--- src/rtl/mutex_req_ctrl_if.sv ---
// Command, status and r/g handshake bundle between a mutex client and its requester.
// The controller takes the slave view; the client/arbiter side takes the master view.
interface mutex_req_ctrl_if #(
   parameter int unsigned LEN_W = 8
);
   localparam int unsigned CNT_W = 16;

   logic             acq_valid;
   logic [LEN_W-1:0] acq_len;
   logic             acq_ready;
   logic             r;
   logic             g;
   logic             owned;
   logic             done;
   logic             timeout;
   logic [CNT_W-1:0] grant_cnt;

   modport master (
      output acq_valid, acq_len, g,
      input  acq_ready, r, owned, done, timeout, grant_cnt
   );

   modport slave (
      input  acq_valid, acq_len, g,
      output acq_ready, r, owned, done, timeout, grant_cnt
   );
endinterface

--- src/rtl/mutex_req_ctrl.sv ---
// Clocked requester for one port of an async two-way mutex: turns an acquire/length
// command into a four-phase r/g handshake, holds the grant for len cycles, and withdraws on timeout.
module mutex_req_ctrl #(
   parameter int unsigned SYNC_STAGES = 2,
   parameter int unsigned LEN_W       = 8,
   parameter int unsigned TO_W        = 10,
   parameter int unsigned TIMEOUT     = 1000
) (
   input logic             clk,
   input logic             rst,
   mutex_req_ctrl_if.slave bus
);
   localparam int unsigned CNT_W   = 16;
   localparam int unsigned TO_LAST = (TIMEOUT == 0) ? 0 : TIMEOUT - 1;
   localparam bit          TO_EN   = (TIMEOUT != 0);

   typedef enum logic [1:0] {S_IDLE, S_REQ, S_HOLD, S_REL} state_t;

   state_t                 r_state;
   logic [SYNC_STAGES-1:0] r_g_sync;
   logic [LEN_W-1:0]       r_len;
   logic [LEN_W-1:0]       r_hold_cnt;
   logic [TO_W-1:0]        r_to_cnt;
   logic                   r_abort;
   logic                   r_req;
   logic                   r_owned;
   logic                   r_done;
   logic                   r_timeout;
   logic [CNT_W-1:0]       r_grant_cnt;
   logic                   w_g_s;
   logic                   w_accept;

   assign w_g_s         = r_g_sync[SYNC_STAGES-1];
   // New request only once the previous grant has returned to zero.
   assign bus.acq_ready = (r_state == S_IDLE) && !w_g_s && !rst;
   assign w_accept      = bus.acq_valid && bus.acq_ready;

   assign bus.r         = r_req;
   assign bus.owned     = r_owned;
   assign bus.done      = r_done;
   assign bus.timeout   = r_timeout;
   assign bus.grant_cnt = r_grant_cnt;

   always_ff @(posedge clk) begin
      if (rst) r_g_sync <= '0;
      else     r_g_sync <= {r_g_sync[SYNC_STAGES-2:0], bus.g};
   end

   always_ff @(posedge clk) begin
      if (rst) begin
         r_state     <= S_IDLE;
         r_len       <= '0;
         r_hold_cnt  <= '0;
         r_to_cnt    <= '0;
         r_abort     <= 1'b0;
         r_req       <= 1'b0;
         r_owned     <= 1'b0;
         r_done      <= 1'b0;
         r_timeout   <= 1'b0;
         r_grant_cnt <= '0;
      end else begin
         r_done    <= 1'b0;
         r_timeout <= 1'b0;
         case (r_state)
            S_IDLE: begin
               if (w_accept) begin
                  r_len    <= (bus.acq_len == '0) ? LEN_W'(1) : bus.acq_len;
                  r_req    <= 1'b1;
                  r_to_cnt <= '0;
                  r_state  <= S_REQ;
               end
            end
            // A grant seen in the expiry cycle takes priority over the timeout.
            S_REQ: begin
               if (w_g_s) begin
                  r_hold_cnt  <= r_len;
                  r_owned     <= 1'b1;
                  r_grant_cnt <= r_grant_cnt + CNT_W'(1);
                  r_state     <= S_HOLD;
               end else if (TO_EN && (r_to_cnt == TO_W'(TO_LAST))) begin
                  r_req   <= 1'b0;
                  r_abort <= 1'b1;
                  r_state <= S_REL;
               end else begin
                  r_to_cnt <= r_to_cnt + TO_W'(1);
               end
            end
            S_HOLD: begin
               if (r_hold_cnt == LEN_W'(1)) begin
                  r_owned <= 1'b0;
                  r_req   <= 1'b0;
                  r_abort <= 1'b0;
                  r_state <= S_REL;
               end else begin
                  r_hold_cnt <= r_hold_cnt - LEN_W'(1);
               end
            end
            // Wait out any grant (including a late one) before reporting completion.
            S_REL: begin
               if (!w_g_s) begin
                  r_done    <= !r_abort;
                  r_timeout <= r_abort;
                  r_state   <= S_IDLE;
               end
            end
            default: r_state <= S_IDLE;
         endcase
      end
   end
endmodule

--- src/flat_wrapper.sv ---
// flat-port wrapper written by rule: the top's interface ports become plain ports
module mutex_req_ctrl_flat 
#(
   parameter int unsigned SYNC_STAGES = 2,
   parameter int unsigned LEN_W       = 8,
   parameter int unsigned TO_W        = 10,
   parameter int unsigned TIMEOUT     = 1000
)
  (clk, rst, bus_acq_valid, bus_acq_len, bus_g, bus_acq_ready, bus_r, bus_owned, bus_done, bus_timeout, bus_grant_cnt);
  mutex_req_ctrl_if #(.LEN_W(LEN_W)) bus_i ();
  input logic clk;
  input logic rst;
  input wire logic [$bits(bus_i.acq_valid)-1:0] bus_acq_valid;
  input wire logic [$bits(bus_i.acq_len)-1:0] bus_acq_len;
  input wire logic [$bits(bus_i.g)-1:0] bus_g;
  output wire logic [$bits(bus_i.acq_ready)-1:0] bus_acq_ready;
  output wire logic [$bits(bus_i.r)-1:0] bus_r;
  output wire logic [$bits(bus_i.owned)-1:0] bus_owned;
  output wire logic [$bits(bus_i.done)-1:0] bus_done;
  output wire logic [$bits(bus_i.timeout)-1:0] bus_timeout;
  output wire logic [$bits(bus_i.grant_cnt)-1:0] bus_grant_cnt;
  assign bus_i.acq_valid = bus_acq_valid;
  assign bus_i.acq_len = bus_acq_len;
  assign bus_i.g = bus_g;
  assign bus_acq_ready = bus_i.acq_ready;
  assign bus_r = bus_i.r;
  assign bus_owned = bus_i.owned;
  assign bus_done = bus_i.done;
  assign bus_timeout = bus_i.timeout;
  assign bus_grant_cnt = bus_i.grant_cnt;
  mutex_req_ctrl #(.SYNC_STAGES(SYNC_STAGES), .LEN_W(LEN_W), .TO_W(TO_W), .TIMEOUT(TIMEOUT)) u_core (.clk(clk), .rst(rst), .bus(bus_i));
endmodule
--- config.mk ---
export PLATFORM = sky130hd
export DESIGN_NAME = mutex_req_ctrl_flat
export DESIGN_NICKNAME = d
export VERILOG_FILES = /design/src/rtl/mutex_req_ctrl_if.sv /design/src/rtl/mutex_req_ctrl.sv /design/src/flat_wrapper.sv
export SDC_FILE = /design/constraint.sdc
export NUM_CORES = 1
export LEC_CHECK = 0
export BUFFER_PORTS_ARGS = -buffer_cell sky130_fd_sc_hd__buf_2
export CAP_MARGIN = 20
export CORE_ASPECT_RATIO = 1.75
export CORE_MARGIN = 2
export CORE_UTILIZATION = 61
export DETAILED_ROUTE_END_ITERATION = 7
export PLACE_DENSITY_LB_ADDON = 0.2
export SYNTH_ARGS = -nofsm -noshare
export SYNTH_HDL_FRONTEND = slang
export SYNTH_SLANG_ARGS = --single-unit
--- constraint.sdc ---
create_clock -name clk -period 4.5 [get_ports clk]
set_clock_uncertainty 0.05 [all_clocks]
set_input_delay 0.675 -clock clk [delete_from_list [all_inputs] [get_ports clk]]
set_output_delay 0.675 -clock clk [all_outputs]
set_load 0.01 [all_outputs]
Yosys cells after proc, flatten, opt, wreduce, memory -nomap -nowiden. Index checks and enable logic that the tools add are counted. Widths: inputs -> output; s select.

Output and inout port bits: 21. Memory bits (read-only): 0. Memories kept: 0. Register bits: 51. Latch bits: 0. RAM bits: 0. Input bits: 12.

Bitwise operators: 1. Eq/ne operators: 14. $add $sub $neg: 3. Div/mod/pow operators: 0. Reductions and logical operators: 20. Shifts and indexed selects: 0. Multiplexer cells: 24. Multipliers: 0. $lt $le $gt $ge: 0.

Operators by type and width (count): $mux 10 (3); $mux 8 (3); $pmux 10 s2 (1); $add 16x1->16 const B (1); $pmux 8 s2 (1); $reduce_and 4->1 (3); $add 10x1->10 const B (1); $eq 10x10->1 const B (1); $mux 2 (5); $eq 8x1->1 const B (1); $logic_not 8->1 (1); $ne 2x1->1 const B (4); $ne 2x2->1 const B (4); $pmux 2 s4 (1); $sub 8x1->8 const B (1); $mux 1 (7); $reduce_and 3->1 (2); $reduce_and 5->1 (1); $eq 2x2->1 const B (2); $pmux 1 s2 (2); $reduce_and 2->1 (2); $reduce_bool 2->1 (2); $logic_and 1x1->1 (3); $logic_not 1->1 (3); 7 further kinds (7).

Depth between registers and ports, before layout.
Word-level depth: 6. Gate-level depth with buffers: 8. Depth with buffers taken out: 6.

Worst setup path after synthesis. Ideal clock, no wire load.

Kind: input-to-output. From: input port rst. To: output port bus_acq_ready. Data arrival time: 1.362 ns. Slack: 2.413 ns. Required time: 3.775 ns. Stages: 3. Cell sequence: clkbuf_1 clkbuf_1 nor3_1.

Longest elaborated chain between the ends: 2.

Ends and longest elaborated chain: from (decl) (line flat_wrapper.sv:12) `input logic rst;`; $logic_not 1->1 (line mutex_req_ctrl.sv:35) `assign bus.acq_ready = (r_state == S_IDLE) && !w_g_s && !rst;`; $logic_and 1x1->1 (line mutex_req_ctrl.sv:35); to (decl) (line flat_wrapper.sv:16) `output wire logic [$bits(bus_i.acq_ready)-1:0] bus_acq_ready;`.

No other way between the ends.

Worst setup path in the final report.
From: register u_core.r_state[0]. To: register u_core.r_hold_cnt[5].

Longest elaborated chain between the ends: 3.

Ends and longest elaborated chain: from (decl) (line mutex_req_ctrl.sv:19) `state_t r_state;`; from (signal assigned) (line mutex_req_ctrl.sv:51) `r_state <= S_IDLE;`; from (signal assigned) (line mutex_req_ctrl.sv:70) `r_state <= S_REQ;`; from (signal assigned) (line mutex_req_ctrl.sv:79) `r_state <= S_HOLD;`; $eq 2x2->1 / $eq 2x1->1 (equally long branches) (line mutex_req_ctrl.sv:64) `case (r_state)`; $ne 2x2->1 (no line), or another cell as far along; $reduce_and 3->1 (no line); to (signal assigned) (line mutex_req_ctrl.sv:76) `r_hold_cnt <= r_len;`; to (signal assigned) (line mutex_req_ctrl.sv:95) `r_hold_cnt <= r_hold_cnt - LEN_W'(1);`; to (decl) (line mutex_req_ctrl.sv:22) `logic [LEN_W-1:0] r_hold_cnt;`.

Several ways; a longest one is shown, not always the timed one. A chain may end at the register's enable or synchronous reset.

==> results.cfg <==
[yosys]
ys_seq_area_share_pct = 39.0
post_synth_instance_area_sq_um = 2620
synth_ff_type = dfxtp_1
mean_area_per_synthesized_cell_sq_um = 8.33
postSynthCellCount = 314
yosys.cell_types.count = 55
synth_enable_flop_cells = 0
syn-num-nets = 336
asyncSetResetFlopFracSynth_pct = 0
synth_register_bits = 51
synthesis_warnings = 0

[placement]
gp_routability_congestion = 0.853
detailedPlacementHpwl_mm = 4.11
buffer_ports.inserted = 32

[worst_setup_path]
reg2reg_from = u_core.r_state[0]
critical_path.startpoint_type = register
end_kind = register
crit_type = reg2reg
crit_path_max_fanout = 18
reg2reg_slack_ns = 2.18
critical_path_data_required_time_ns = 4.68
r2r-end = u_core.r_hold_cnt[5]
reg2reg_depth = 5
arrival_ns = 2.50

[timing]
worst-slew-pin-transition_ns = 0.831
fin_crit_ns = 2.32
report.final.slew_viol_count = 0
achievable-frequency_mhz = 430
maxSlewHeadroom_pct = 44.6
final-setup-viol-count = 0
holdWs_ns = 0.388
setup_total_negative_slack_ns = 0
timing.final.crit_share_pct = 51.7
timing.final.hold_violations = 0
unrepaired_setup_endpoints_after_global_routing = false

[routing]
post_drt_wl_per_cell_microns = 14.4
dr_wl_met3_microns = 196
postRouteAntennaNets = 0
topRoutingLayerUsed = met4
viasPerCell = 6.12
wl_met2_mm = 3.08
via_count = 2388
wirelength_mm = 5.62
drt_iter0_drc = 112
drc = 0
wl_met1_mm = 2.22
detailedRoute.firstPassIterationCount = 6

[power_and_ir_drop]
p_leak_nw = 1.09
max-vdd-ir-drop_mv = 0.328
pwr_density_cell_nw_per_um2 = 404

[clock_tree]
cts.hold.buffers_added = 0
clock-root-buffer = clkbuf_8
post_cts.resized_instances = 0
tritoncts = done
worst_setup_hold_path_clk_slew_ns = 0.10
insertion_delay_ns = 0.30
cts-buffers-inserted = 5
ctsHtreeMaxLevel = 2
cts_setup_buffers = 0
cts_max_path_buffers = 2
clkSinkCount = 51

[layout]
insertedDiodeCount = 0
final_nets = 362
drive_gt1_share_pct = 14.7
syn2layout_area_growth_pct = 10.7

[floorplanning]
die_area_sq_um = 4850
initial_cell_density_of_the_core_pct = 63.6
row_count = 31
core_box_area_sq_um = 4110
io_pins = 33
chip_width_microns = 53.5
die_height_microns = 90.6

[grt]
overflow = 0
grt_max_degree = 49
grt_util_all_layers_pct = 25.4
antenna_found_initial = 0
via_count_of_the_first_global_routing_pass = 2293
grt_first_pass_wirelength_mm = 9.63

[flow_run]
max-cap-violations = 0

[min_path]
timing.hold.worst.start = u_core.r_g_sync[0]
hold_path_depth = 1
min_path_type = reg2reg
hold_path_end = u_core.r_g_sync[1]

[run_status]
status = completed
## where the power goes
group          internal, mW  switching [mW]  leakage, nW
registers             0.488          0.0364        0.413
logic                 0.127           0.203        0.620
clock network         0.166           0.148       0.0581
total                 0.781           0.388         1.09
## metal layers
| metal | vias up | track usage [%] |
|---|---|---|
| met5 | - | 0 |
| met1 | 1132 | 26.8 |
| met2 | 58 | 47.0 |
| met3 | 16 | 3.97 |
| met4 | 0 | 9.83 |
| li1 | 1182 | - |
## worst max-delay path by stage
stage                                 start              endpoint  cells past startpoint  slack [ns]
after global placement                  rst    u_core.r_to_cnt[9]                      5        2.05
after global routing      u_core.r_state[0]  u_core.r_hold_cnt[7]                      6        2.00
after floorplan                         rst         bus_acq_ready                      3        2.41
after CTS                 u_core.r_state[0]  u_core.r_hold_cnt[5]                      5        2.17
final                     u_core.r_state[0]  u_core.r_hold_cnt[5]                      5        2.18
after detailed placement                rst    u_core.r_to_cnt[9]                      5        2.01
## synth_stat cells (7+ instances only)
library cell	count	area [sq um]
nand4_1	7	43.8
nor2_1	25	93.8
dfxtp_1	51	1020
inv_1	11	41.3
xor2_1	8	70.1
xnor2_1	8	70.1
nor2b_1	8	50.1
a21oi_1	26	130
o21ai_0	14	70.1
clkbuf_1	8	30.0
nand3_1	18	90.1
nand2_1	34	128
ha_1	10	125
## worst max-delay path: stages (launching register included)
cell,delay [ns]
dfxtp_1,0.37
inv_1,0.14
ha_1,0.57
or3b_2,0.52
or4_1,0.42
a31oi_1,0.17
## cell families (layout without fill, tap and decap cells)
group	count (synthesis)	in the layout	synth area share [%]
XOR/XNOR	16	16	5.36
adder cells (fa/ha/maj)	10	10	4.78
flip-flops	51	51	39.0
buffers and inverters	27	54	4.26
multiplexers	6	6	2.39
AO/OA/AOI/OAI	71	71	17.3
AND/OR/NAND/NOR	133	133	26.9
## final cells by class
type | instances | area [sq um]
multi-input cells | 236 | 1480
fillers | 348 | 1220
flip-flops and latches | 51 | 1020
repair buffers | 33 | 168
clock buffers | 5 | 68.8
well taps | 49 | 61.3
inverters | 13 | 48.8
clock inverters | 3 | 43.8
## state kept, by name, summed over array words and instances, names as in the netlist
register and flops:
u_core.bus.grant_cnt 16, u_core.r_to_cnt 10, u_core.r_hold_cnt 8, u_core.r_len 8, u_core.r_g_sync 2, u_core.r_state 2, u_core.bus.done 1, u_core.bus.owned 1
u_core.bus.r 1, u_core.bus.timeout 1, u_core.r_abort 1
## layout by cell type, fill, tap and decap left out, drive strengths merged, types with 2 or more instances in the layout
master / Yosys / final
clkinv: 1 / 3
a21oi: 26 / 26
nand2: 35 / 35
o31ai: 4 / 4
nor2b: 8 / 8
nor3b: 2 / 2
o21ai: 17 / 17
buf: 6 / 33
a2111oi: 6 / 6
nand2b: 4 / 4
or3: 6 / 6
mux2: 2 / 2
or4: 3 / 3
nor3: 6 / 6
dfxtp: 51 / 51
xor2: 8 / 8
ha: 10 / 10
nand3: 18 / 18
and3: 4 / 4
nor4b: 2 / 2
clkbuf: 8 / 5
nor4: 5 / 5
a31oi: 4 / 4
a211oi: 3 / 3
inv: 12 / 12
mux2i: 4 / 4
xnor2: 8 / 8
nand4: 7 / 7
nor2: 25 / 25
a31o: 3 / 3
and4: 3 / 3
## stage by stage
step / std cells / power (mW) / worst slack (ns) / util (%) / area [sq um]
2_1_floorplan: 314 / 0.783 / 2.41 / - / 2620
3_3_place_gp: 382 / 0.856 / 2.05 / 67.7 / 2780
3_5_place_dp: 382 / 0.861 / 2.01 / 67.7 / 2780
4_1_cts: 390 / 1.17 / 2.17 / 70.4 / 2900
5_1_grt: 390 / 1.23 / 2.00 / 70.4 / 2900
6_report: 390 / 1.17 / 2.18 / 70.4 / 2900
Note: power is estimated with default switching activity, not from simulation.
